==> config.mk <==
export PLATFORM = sky130hd
export DESIGN_NAME = alu_arbiter_flat
export DESIGN_NICKNAME = d
export VERILOG_FILES = /design/src/rtl/alu_arbiter_if.sv /design/src/rtl/alu_arbiter.sv /design/src/flat_wrapper.sv
export SDC_FILE = /design/constraint.sdc
export NUM_CORES = 1
export LEC_CHECK = 0
export BUFFER_PORTS_ARGS = -buffer_cell sky130_fd_sc_hd__buf_2
export CAP_MARGIN = 40
export CORE_MARGIN = 3
export CORE_UTILIZATION = 30
export DETAILED_ROUTE_END_ITERATION = 7
export PLACE_DENSITY = 0.64
export SYNTH_ARGS = -nofsm -noshare
export SYNTH_HDL_FRONTEND = slang
export SYNTH_SLANG_ARGS = --single-unit
==> constraint.sdc <==
create_clock -name clk -period 3.8 [get_ports clk]
set_clock_uncertainty 0.2 [all_clocks]
set_input_delay 0.38 -clock clk [delete_from_list [all_inputs] [get_ports clk]]
set_output_delay 0.38 -clock clk [all_outputs]
set_load 0.02 [all_outputs]
==> src/rtl/alu_arbiter_if.sv <==
// -----------------------------------------------------------------------------
// alu_arbiter_if
//   Bundle of every non-clock signal around the alu_arbiter: two requester
//   ports, the shared-ALU operand/result path, the result port and busy.
//
//   slave  : the arbiter's view (takes requests, drives the ALU and results).
//   master : the environment's view (requesters, external ALU, result consumer).
// -----------------------------------------------------------------------------
interface alu_arbiter_if;
    // Requester 0
    logic       req0_valid;
    logic [3:0] req0_a;
    logic [3:0] req0_b;
    logic [1:0] req0_op;
    logic       req0_ready;
    // Requester 1
    logic       req1_valid;
    logic [3:0] req1_a;
    logic [3:0] req1_b;
    logic [1:0] req1_op;
    logic       req1_ready;
    // Shared ALU
    logic [3:0] alu_a;
    logic [3:0] alu_b;
    logic [1:0] alu_op;
    logic [3:0] alu_out;
    // Result port and status
    logic       res_valid;
    logic [3:0] res_data;
    logic       res_id;
    logic       res_ready;
    logic       busy;

    modport slave (
        input  req0_valid, req0_a, req0_b, req0_op,
        output req0_ready,
        input  req1_valid, req1_a, req1_b, req1_op,
        output req1_ready,
        output alu_a, alu_b, alu_op,
        input  alu_out,
        output res_valid, res_data, res_id,
        input  res_ready,
        output busy
    );

    modport master (
        output req0_valid, req0_a, req0_b, req0_op,
        input  req0_ready,
        output req1_valid, req1_a, req1_b, req1_op,
        input  req1_ready,
        input  alu_a, alu_b, alu_op,
        output alu_out,
        input  res_valid, res_data, res_id,
        output res_ready,
        input  busy
    );
endinterface

==> src/rtl/alu_arbiter.sv <==
// -----------------------------------------------------------------------------
// alu_arbiter
//   Shares one registered 4-bit ALU between two requesters. One operation is
//   in flight at a time: IDLE (grant) -> EXEC (ALU computes) -> CAPT (sample
//   alu_out) -> RESP (hold result until consumer accepts) -> IDLE.
//
//   Parameters
//     RR_EN : 1 = round-robin on contention, 0 = requester 0 always wins.
//   Ports
//     clk   : single clock, rising-edge.
//     rst_n : asynchronous active-low reset.
//     bus   : alu_arbiter_if.slave (requesters, ALU path, result, busy).
// -----------------------------------------------------------------------------
module alu_arbiter #(
    parameter bit RR_EN = 1'b1
) (
    input  logic          clk,
    input  logic          rst_n,
    alu_arbiter_if.slave  bus
);

    typedef enum logic [1:0] {
        ST_IDLE = 2'd0,
        ST_EXEC = 2'd1,
        ST_CAPT = 2'd2,
        ST_RESP = 2'd3
    } state_t;

    state_t     state_q, state_d;
    logic [3:0] alu_a_q, alu_a_d;
    logic [3:0] alu_b_q, alu_b_d;
    logic [1:0] alu_op_q, alu_op_d;
    logic       res_valid_q, res_valid_d;
    logic [3:0] res_data_q, res_data_d;
    logic       res_id_q, res_id_d;
    logic       last_grant_q, last_grant_d;

    logic       any_valid_s;
    logic       both_valid_s;
    logic       grant_idx_s;
    logic       req0_ready_s;
    logic       req1_ready_s;
    logic       accept_s;
    logic [3:0] grant_a_s;
    logic [3:0] grant_b_s;
    logic [1:0] grant_op_s;

    // Arbitration: pick which requester would be granted if we are in IDLE.
    always_comb begin
        both_valid_s = bus.req0_valid & bus.req1_valid;
        any_valid_s  = bus.req0_valid | bus.req1_valid;
        grant_idx_s  = 1'b0;
        if (both_valid_s) begin
            // last_grant resets to 1 so requester 0 wins the first contention
            if (RR_EN) begin
                grant_idx_s = ~last_grant_q;
            end else begin
                grant_idx_s = 1'b0;
            end
        end else if (bus.req1_valid) begin
            grant_idx_s = 1'b1;
        end else begin
            grant_idx_s = 1'b0;
        end
    end

    // Ready is combinational and only ever asserted in IDLE outside reset.
    always_comb begin
        req0_ready_s = 1'b0;
        req1_ready_s = 1'b0;
        if (rst_n && (state_q == ST_IDLE) && any_valid_s) begin
            if (grant_idx_s) begin
                req1_ready_s = 1'b1;
            end else begin
                req0_ready_s = 1'b1;
            end
        end else begin
            req0_ready_s = 1'b0;
            req1_ready_s = 1'b0;
        end
        accept_s = req0_ready_s | req1_ready_s;
    end

    // Operand mux for the granted requester.
    always_comb begin
        grant_a_s  = 4'd0;
        grant_b_s  = 4'd0;
        grant_op_s = 2'b00;
        if (grant_idx_s) begin
            grant_a_s  = bus.req1_a;
            grant_b_s  = bus.req1_b;
            grant_op_s = bus.req1_op;
        end else begin
            grant_a_s  = bus.req0_a;
            grant_b_s  = bus.req0_b;
            grant_op_s = bus.req0_op;
        end
    end

    // Next-state and register-load logic of the operation FSM.
    always_comb begin
        state_d      = state_q;
        alu_a_d      = alu_a_q;
        alu_b_d      = alu_b_q;
        alu_op_d     = alu_op_q;
        res_valid_d  = res_valid_q;
        res_data_d   = res_data_q;
        res_id_d     = res_id_q;
        last_grant_d = last_grant_q;
        case (state_q)
            ST_IDLE: begin
                if (accept_s) begin
                    alu_a_d      = grant_a_s;
                    alu_b_d      = grant_b_s;
                    alu_op_d     = grant_op_s;
                    res_id_d     = grant_idx_s;
                    last_grant_d = grant_idx_s;
                    state_d      = ST_EXEC;
                end else begin
                    state_d      = ST_IDLE;
                end
            end
            ST_EXEC: begin
                // Operands stay in alu_*_q while the ALU registers its result
                state_d = ST_CAPT;
            end
            ST_CAPT: begin
                // Only state in which alu_out is defined (ALU has no reset)
                res_data_d  = bus.alu_out;
                res_valid_d = 1'b1;
                state_d     = ST_RESP;
            end
            ST_RESP: begin
                if (bus.res_ready) begin
                    res_valid_d = 1'b0;
                    state_d     = ST_IDLE;
                end else begin
                    state_d     = ST_RESP;
                end
            end
            default: begin
                res_valid_d = 1'b0;
                state_d     = ST_IDLE;
            end
        endcase
    end

    // State and datapath registers; reset discards any in-flight operation.
    always_ff @(posedge clk or negedge rst_n) begin
        if (!rst_n) begin
            state_q      <= ST_IDLE;
            alu_a_q      <= 4'd0;
            alu_b_q      <= 4'd0;
            alu_op_q     <= 2'b00;
            res_valid_q  <= 1'b0;
            res_data_q   <= 4'd0;
            res_id_q     <= 1'b0;
            last_grant_q <= 1'b1;
        end else begin
            state_q      <= state_d;
            alu_a_q      <= alu_a_d;
            alu_b_q      <= alu_b_d;
            alu_op_q     <= alu_op_d;
            res_valid_q  <= res_valid_d;
            res_data_q   <= res_data_d;
            res_id_q     <= res_id_d;
            last_grant_q <= last_grant_d;
        end
    end

    assign bus.req0_ready = req0_ready_s;
    assign bus.req1_ready = req1_ready_s;
    assign bus.alu_a      = alu_a_q;
    assign bus.alu_b      = alu_b_q;
    assign bus.alu_op     = alu_op_q;
    assign bus.res_valid  = res_valid_q;
    assign bus.res_data   = res_data_q;
    assign bus.res_id     = res_id_q;
    assign bus.busy       = (state_q != ST_IDLE);

endmodule

==> src/flat_wrapper.sv <==
// flat-port wrapper written by rule: the top's interface ports become plain ports
module alu_arbiter_flat 
#(
    parameter bit RR_EN = 1'b1
)
  (clk, rst_n, bus_req0_valid, bus_req0_a, bus_req0_b, bus_req0_op, bus_req0_ready, bus_req1_valid, bus_req1_a, bus_req1_b, bus_req1_op, bus_req1_ready, bus_alu_a, bus_alu_b, bus_alu_op, bus_alu_out, bus_res_valid, bus_res_data, bus_res_id, bus_res_ready, bus_busy);
  alu_arbiter_if bus_i ();
  input  logic clk;
  input  logic rst_n;
  input wire logic [$bits(bus_i.req0_valid)-1:0] bus_req0_valid;
  input wire logic [$bits(bus_i.req0_a)-1:0] bus_req0_a;
  input wire logic [$bits(bus_i.req0_b)-1:0] bus_req0_b;
  input wire logic [$bits(bus_i.req0_op)-1:0] bus_req0_op;
  output wire logic [$bits(bus_i.req0_ready)-1:0] bus_req0_ready;
  input wire logic [$bits(bus_i.req1_valid)-1:0] bus_req1_valid;
  input wire logic [$bits(bus_i.req1_a)-1:0] bus_req1_a;
  input wire logic [$bits(bus_i.req1_b)-1:0] bus_req1_b;
  input wire logic [$bits(bus_i.req1_op)-1:0] bus_req1_op;
  output wire logic [$bits(bus_i.req1_ready)-1:0] bus_req1_ready;
  output wire logic [$bits(bus_i.alu_a)-1:0] bus_alu_a;
  output wire logic [$bits(bus_i.alu_b)-1:0] bus_alu_b;
  output wire logic [$bits(bus_i.alu_op)-1:0] bus_alu_op;
  input wire logic [$bits(bus_i.alu_out)-1:0] bus_alu_out;
  output wire logic [$bits(bus_i.res_valid)-1:0] bus_res_valid;
  output wire logic [$bits(bus_i.res_data)-1:0] bus_res_data;
  output wire logic [$bits(bus_i.res_id)-1:0] bus_res_id;
  input wire logic [$bits(bus_i.res_ready)-1:0] bus_res_ready;
  output wire logic [$bits(bus_i.busy)-1:0] bus_busy;
  assign bus_i.req0_valid = bus_req0_valid;
  assign bus_i.req0_a = bus_req0_a;
  assign bus_i.req0_b = bus_req0_b;
  assign bus_i.req0_op = bus_req0_op;
  assign bus_req0_ready = bus_i.req0_ready;
  assign bus_i.req1_valid = bus_req1_valid;
  assign bus_i.req1_a = bus_req1_a;
  assign bus_i.req1_b = bus_req1_b;
  assign bus_i.req1_op = bus_req1_op;
  assign bus_req1_ready = bus_i.req1_ready;
  assign bus_alu_a = bus_i.alu_a;
  assign bus_alu_b = bus_i.alu_b;
  assign bus_alu_op = bus_i.alu_op;
  assign bus_i.alu_out = bus_alu_out;
  assign bus_res_valid = bus_i.res_valid;
  assign bus_res_data = bus_i.res_data;
  assign bus_res_id = bus_i.res_id;
  assign bus_i.res_ready = bus_res_ready;
  assign bus_busy = bus_i.busy;
  alu_arbiter #(.RR_EN(RR_EN)) u_core (.clk(clk), .rst_n(rst_n), .bus(bus_i));
endmodule
# After elaboration in Yosys (flattened, before gate mapping)
# Cells that the tools add are included.
dict set report word_totals {
  ff_bits 19
  out_inout_bits 19
}
dict set report classes {
  n_eq_ne 4
  n_reduce_logical 7
  mux 14
  n_bitwise 4
}
# cell n
set ops {}
lappend ops {{1-bit 2-to-1 mux} 8}
lappend ops {{4-bit 2-to-1 mux} 2}
lappend ops {{2-bit one-hot mux with 4 select lines} 1}
lappend ops {{2-bit equality test (second input constant)} 2}
lappend ops {{2-bit 2-to-1 mux} 2}
lappend ops {{2-bit AND reduction} 2}
lappend ops {{2-bit nonzero test} 2}
lappend ops {{2-bit by 1-bit equality test with 1-bit output (second input constant)} 1}
lappend ops {{1-bit logical AND} 2}
lappend ops {{2-bit logical NOT} 1}
lappend ops {{2-bit inequality test (second input constant)} 1}
lappend ops {{1-bit OR} 2}
lappend ops {{1-bit one-hot mux with 2 select lines} 1}
lappend ops {{1-bit bitwise AND} 1}
lappend ops {{1-bit inverter} 1}

# Longest topological paths before layout
# Gate-level depths: netlist of run 1.
dict set report logic_depth {
  word_depth 7
  mapped_depth 4
  ltp_nobuf 3
}

# Worst setup path before layout of run 1
# Ideal clock, no wire load.
dict set report synth_timing {
  path_type {register -> output}
  start {register u_core.state_q[0]}
  end {output port bus_req1_ready}
  path_slack_ns 1.965
  arrival_time_ns 1.255
  stages_incl_launch_ff 5
  path_cell_list {dfrtp_1 -> or2_4 -> nor2_4 -> buf_6 -> and2_1}
}
dict set report synth_via {
  elab_chain_len 4
}
# element line_no
set synth_rtl {}
lappend synth_rtl {{from (decl)} alu_arbiter.sv:29} ;# state_t state_q, state_d;
lappend synth_rtl {{from (signal assigned)} alu_arbiter.sv:160} ;# state_q <= state_d;
lappend synth_rtl {{2-bit logical NOT} alu_arbiter.sv:71} ;# if (rst_n && (state_q == ST_IDLE) && any_valid_s) begin
lappend synth_rtl {{1-bit logical AND (2 in series)} alu_arbiter.sv:71}
lappend synth_rtl {{1-bit 2-to-1 mux} alu_arbiter.sv:71}
lappend synth_rtl {{to (decl)} flat_wrapper.sv:19} ;# output wire logic [$bits(bus_i.req1_ready)-1:0] bus_req1_ready;
# Every way passes these cells.

# Worst setup path after layout of run 1
dict set report layout_timing {
  start {input port rst_n}
  end {output port bus_req1_ready}
}
dict set report layout_via {
  elab_chain_len 3
}
# element line_no
set layout_rtl {}
lappend layout_rtl {{from (decl)} flat_wrapper.sv:9} ;# input logic rst_n;
lappend layout_rtl {{1-bit logical AND (2 in series)} alu_arbiter.sv:71}
lappend layout_rtl {{1-bit 2-to-1 mux} alu_arbiter.sv:71}
# Every way passes these cells.

==> qor.yml, run 1 <==
hold_depth: 2
ys_types: 15
hold_class: "in2reg"
crit_required_ns: 3.22
ys_ff_latch: 19
r2r-end: "u_core.bus.alu_a[2]"
worstSetupStartpointType: "input pin"
dr.pass1.iters: 2
hpwl_um: 1450
wl_per_cell_um: 13.2
dieHeight_um: 61.8
cts_buffers: 3
ys_seq_area_share_pct: 51.1
cp_cell_sequence: "dlygate4sd3_1, buf_2, o21ai_1, nor2_4, and2_1, buf_2"
drive_gt1_share_pct: 69.7
drt_wl_total_um: 1840
grt_overflow: 0
root_buffer: "clkbuf_4"
final.setup.tns_ns: 0
syn_nets: 88
crit_fanout: 20
start_util_pct: 32.7
worst_setup_path_end_kind: "output pin"
grt_max_degree: 21
min_period_ns: 2.84
die_w_um: 61.8
reg2reg_slack_ns: 1.96
nets: 139
hold_start: "bus_alu_out[1]"
place_congestion: 0.670
clockBufferDepth: 2
crit_arrival_ns: 2.26
grt_usage_pct: 10.5
drc: 0
grt_pass1_vias: 662
finalHoldViolations: 0
p_per_area_mw_per_mm2: 746
core_area_mm2: 0.00285
slew_viol_final: 0
maxCapViolCount: 0
synth_area_um2: 933
cts_max_level: 1
min_to: "u_core.bus.res_data[1]"
dieArea_mm2: 0.00382
period_share_pct: 74.8
syn_inst: 59
yosys_warnings: 0
insertedDiodeCount: 0
critical-path-slowest-cell: "dlygate4sd3_1"
rsz0062_at_grt: "no"
post-route-util_pct: 42.9
r2r-start: "u_core.last_grant_q"
setup_viol_count_final: 0
detail_route.iter0.violations: 20
io_buffer_count: 47
reg2reg_depth: 3
fmax_ghz: 0.352
cts_tree: "built"
pin_count: 48
stdcell_area_mm2: 0.00122
vias: 644
final_antenna_net_count: 0
grt_pass1_wl_um: 2900
crit_path_max_incr_delay_ns: 0.52
p_leak_nw: 0.625
dpl_worst_slack_ns: 1.44
clk_pin_slew_ns: 0.11
cts_resized: 0
vias_per_cell: 4.60
area_delta_synth_final_pct: 31.0
avgSynthCellArea_um2: 15.8
crit_type: "in2out"
vdd_drop_max_mv: 0.330
tritoncts_num_sinks: 19
clk_latency_ns: 0.29
path_common_cell: "buf_2"
slew_headroom_pct: 64.8
setup_ws_ns: 0.957
antenna_found_initial: 0
place_area_mm2: 0.00118
status: "finished, final reports clean"
worst_slew_pin_slew_ns: 0.526
rows: 19
## stage by stage
step | power (mW) | std cells | hold slack [ns]
3_5_place_dp | 0.824 | 135 | 0.145
5_1_grt | 0.973 | 140 | 0.0972
3_3_place_gp | 0.816 | 135 | 0.135
4_1_cts | 0.928 | 140 | 0.0966
6_report | 0.912 | 140 | 0.110
2_1_floorplan | 0.685 | 59 | -0.116
## worst max path at each step
stage                                 start             end  depth (start not counted)
after floorplan           u_core.state_q[0]  bus_req1_ready                          4
after CTS                             rst_n  bus_req1_ready                          6
after global routing                  rst_n  bus_req1_ready                          6
after detailed placement              rst_n  bus_req1_ready                          5
final                                 rst_n  bus_req1_ready                          6
after global placement                rst_n  bus_req1_ready                          5
## routing by layer
layer / track usage [%] / routed length, um
met1: 12.3 / 748
met2: 18.4 / 925
met3: 3.72 / 169
met4: 2.73 / 0
met5: 0 / 0
## cells in the final DEF, fill, tap and decap left out
cell type	Yosys	final
and2b_1	1	1
a21o_1	2	2
dlygate4sd3_1	0	1
or2_4	1	1
nor2_4	1	1
mux2_1	6	6
clkbuf_4	0	3
dfrtp_1	18	18
mux2_2	9	9
and2_1	1	1
dfstp_2	1	1
nand2_1	2	2
buf_2	0	47
o21ai_1	1	1
nor3_1	1	1
mux2_4	12	12
clkinv_2	0	1
a21boi_4	1	1
## cells by family (layout without fill, tap and decap cells)
group                  after synthesis  count (layout)  synth area share (%)
muxes                               27              27                  37.4
buffers and inverters                2              52                  2.41
DFF                                 19              19                  51.1
AOI/OAI and AO/OA                    4               4                  4.15
and+or+nand+nor                      7               7                  4.96
## flip-flops by register name (all words and copies together) (netlist names)
| signal | count |
|---|---|
| u_core.bus.res_data | 4 |
| u_core.bus.res_id | 1 |
| u_core.bus.res_valid | 1 |
| u_core.state_q | 2 |
| u_core.bus.alu_op | 2 |
| u_core.bus.alu_b | 4 |
| u_core.bus.alu_a | 4 |
| u_core.last_grant_q | 1 |
## power breakdown
group	switching [mW]	internal, mW
clock	0.0610	0.0391
combinational	0.230	0.218
sequential	0.0558	0.307
total	0.347	0.565
## area by class of cell
class                           instances  area, um2
Sequential cell                        19        477
Tap cell                               31       38.8
Fill cell                             276       1630
Clock inverter                          1       5.00
Timing Repair Buffer                   48        245
Clock buffer                            3       22.5
Multi-Input combinational cell         38        434
## cell usage after synthesis
library cell	n	area share, %
nand2_1	2	0.80
or2_4	1	0.94
mux2_4	12	19
and2_1	1	0.67
buf_6	2	2.4
dfrtp_1	18	48
nor3_1	1	0.54
mux2_2	9	11
dfstp_2	1	2.8
a21o_1	2	1.6
a21boi_4	1	2.0
and2b_1	1	0.80
o21ai_1	1	0.54
mux2_1	6	7.2
nor2_4	1	1.2
## timing repair
action,4_1_cts,5_1_grt
endpoints found under the setup margin,0,0
hold endpoints to repair,18,0
setup buffers,0,0
hold buffers,1,0
## critical path, delay by kind of cell
family,cells,cell delay [ns]
AO/OA/AOI/OAI,1,0.22
AND/OR/NAND/NOR,2,0.60
buffers and inverters,3,1.06
Note: power is estimated with default switching activity, not from simulation.
==> inputs of run 2 (changes only) <==
- PLACE_DENSITY: 0.64 -> 0.66
- clock period: 3.8 -> 2.37 ns (I/O delays scaled with it)
==> run 2 against run 1 <==
  * Non-clock buffer count grew 5
  * Setup slack lost 0.74 ns
  * Final cell count grew 3.6%
  * Worst hold slack lost 0.071 ns
  * Sequential cell count is the same
  * Via count grew 2.0%
  * Critical path type is now reg2out
==> qor.yml, run 2 (same netlist as run 1, synthesis figures left out) <==
final.setup.tns_ns: 0  # unchanged
drive_gt1_share_pct: 66.7  # was 69.7%
p_sw_uw: 550  # was 347 uW
grt_pass1_wl_um: 2990  # was 2900 um
grt_max_degree: 20  # was 21
cts_resized: 0  # unchanged
dpl_worst_slack_ns: 0.512  # was 1.44 ns
finalHoldViolations: 0  # unchanged
maxCapViolCount: 0  # unchanged
clock_power_share_pct: 10.7  # was 11.0%
slew_headroom_pct: 65.5  # was 64.8%
slew_viol_final: 0  # unchanged
crit_required_ns: 1.93  # was 3.22 ns
hold_class: "in2reg"  # unchanged
grt_usage_pct: 10.6  # was 10.5%
crit_type: "reg2out"  # was in2out
place_congestion: 0.646  # was 0.670
p_per_area_mw_per_mm2: 1150  # was 746 mW/mm2
mostFrequentLayoutCell: "buf_2"  # unchanged
dieArea_mm2: 0.00382  # unchanged
antenna_found_initial: 0  # unchanged
hold_start: "bus_res_ready"  # was bus_alu_out[1]
critPathBufInv: 1  # was 3
crit_start: "u_core.state_q[0]"  # was rst_n
vias_per_cell: 4.53  # was 4.60
wl_per_cell_um: 12.9  # was 13.2 um
crit_fanout: 14  # was 20
setup_viol_count_final: 0  # unchanged
status: "finished, final reports clean"  # unchanged
io_buffer_count: 47  # unchanged
tritoncts_num_sinks: 19  # unchanged
die_w_um: 61.8  # unchanged
crit_path_max_incr_delay_ns: 0.42  # was 0.52 ns
cts_buffers: 3  # unchanged
crit_arrival_ns: 1.72  # was 2.26 ns
grt_pass1_vias: 664  # was 662
pwr-share-comb_pct: 49.5  # was 49.2%
drc: 0  # unchanged
core_area_mm2: 0.00285  # unchanged
rows: 19  # unchanged
min_period_ns: 2.16
worst_slew_pin_slew_ns: 0.516  # was 0.526 ns
p_leak_nw: 0.644  # was 0.625 nW
cp_cell_sequence: "or2_4, nor2_4, and2_1, buf_2"  # was dlygate4sd3_1, buf_2, o21ai_1, nor2_4, and2_1, buf_2
worstSetupStartpointType: "flop"  # was input pin
worst_setup_path_end_kind: "output pin"  # unchanged
crit_family: "simple AND/OR/NAND/NOR gates"  # was buffers and inverters
detail_route.iter0.violations: 1  # was 20
cts_max_level: 1  # unchanged
r2r-start: "u_core.last_grant_q"  # unchanged
rsz0062_at_grt: "no"  # unchanged
vdd_drop_max_mv: 0.577  # was 0.330 mV
critical-path-slowest-cell: "dfrtp_1"  # was dlygate4sd3_1
drt_wl_total_um: 1870  # was 1840 um
dieHeight_um: 61.8  # unchanged
nets: 144  # was 139
switching_share_pct: 37.6  # was 38.1%
fmax_ghz: 0.464
root_buffer: "clkbuf_4"  # unchanged
setup_ws_ns: 0.215  # was 0.957 ns
area_delta_synth_final_pct: 35.9  # was 31.0%
clk_pin_slew_ns: 0.10  # was 0.11 ns
p_int_uw: 914  # was 565 uW
insertedDiodeCount: 0  # unchanged
clockBufferDepth: 2  # unchanged
final_antenna_net_count: 0  # unchanged
cts_tree: "built"  # unchanged
p_seq_share_pct: 39.8  # was 39.9%
dr.pass1.iters: 2  # unchanged
clk_latency_ns: 0.29  # about the same
pin_count: 48  # unchanged
start_util_pct: 32.7  # unchanged
grt_overflow: 0  # unchanged
mostFrequentLayoutCells: "47 x buf_2, 18 x dfrtp_1, 12 x mux2_4, 9 x mux2_2, 6 x mux2_1"  # unchanged
period_share_pct: 90.9
vias: 657  # was 644
hpwl_um: 1480  # was 1450 um
==> run 2: what timing repair did <==
action / 4_1_cts / 5_1_grt
hold endpoints to repair: 23 / 0
setup buffers: 0 / 0
hold buffers: 5 / 0
==> run 2: final cells by class <==
| class | count | area, um2 |
|---|---|---|
| multi-input cells | 38 | 434 |
| repair buffers | 53 | 293 |
| well taps | 31 | 38.8 |
| fillers | 273 | 1580 |
| flip-flops and latches | 19 | 477 |
| clock buffers | 4 | 26.3 |
==> run 2: path summary, 6_finish.rpt <==
check / end / cells past startpoint / slack [ns]
worst max-delay path: bus_req1_ready / 4 / 0.21
worst min-delay path: u_core.state_q[0] / 3 / 0.04
worst max register to register: u_core.bus.alu_b[0] / 3 / 0.54
worst min register to register: u_core.bus.res_valid / 1 / 0.28
max in group asynchronous: u_core.last_grant_q / 3 / 1.47
min in group asynchronous: u_core.bus.res_id / 3 / 0.25
==> run 2: per-stage QoR <==
step                      utilization, %  cells  hold slack (ns)  area, um2  total power, mW
after floorplan                        -     59           -0.259        933             1.10
after global placement              41.8    136           0.0361       1190             1.30
after detailed placement            41.8    136           0.0337       1190             1.32
after CTS                           44.5    145           0.0258       1270             1.49
after global routing                44.5    145           0.0443       1270             1.57
final                               44.5    145           0.0389       1270             1.46
==> run 2: per-layer routing <==
metal  routed length [um]  track usage (%)  up-vias
met2                  945             18.8       26
met3                  135             4.75        0
met5                    0                0        -
li1                     -                -      324
met4                    0                0        0
met1                  791             12.5      307
==> run 2: power groups by stage <==
stage	Clock (mW)	Combinational (mW)	Sequential (mW)
finish	0.156	0.725	0.582
CTS	0.167	0.740	0.585
detailed placement	0	0.731	0.591
global route	0.183	0.784	0.607
global placement	0	0.720	0.581
floorplan	0	0.339	0.759
==> run 2: worst register-to-register path: cells and delay by family (launching register included) <==
family / cells / cell delay [ns]
multiplexers: 2 / 0.69
AO/OA/AOI/OAI: 1 / 0.44
flip-flops: 1 / 0.40
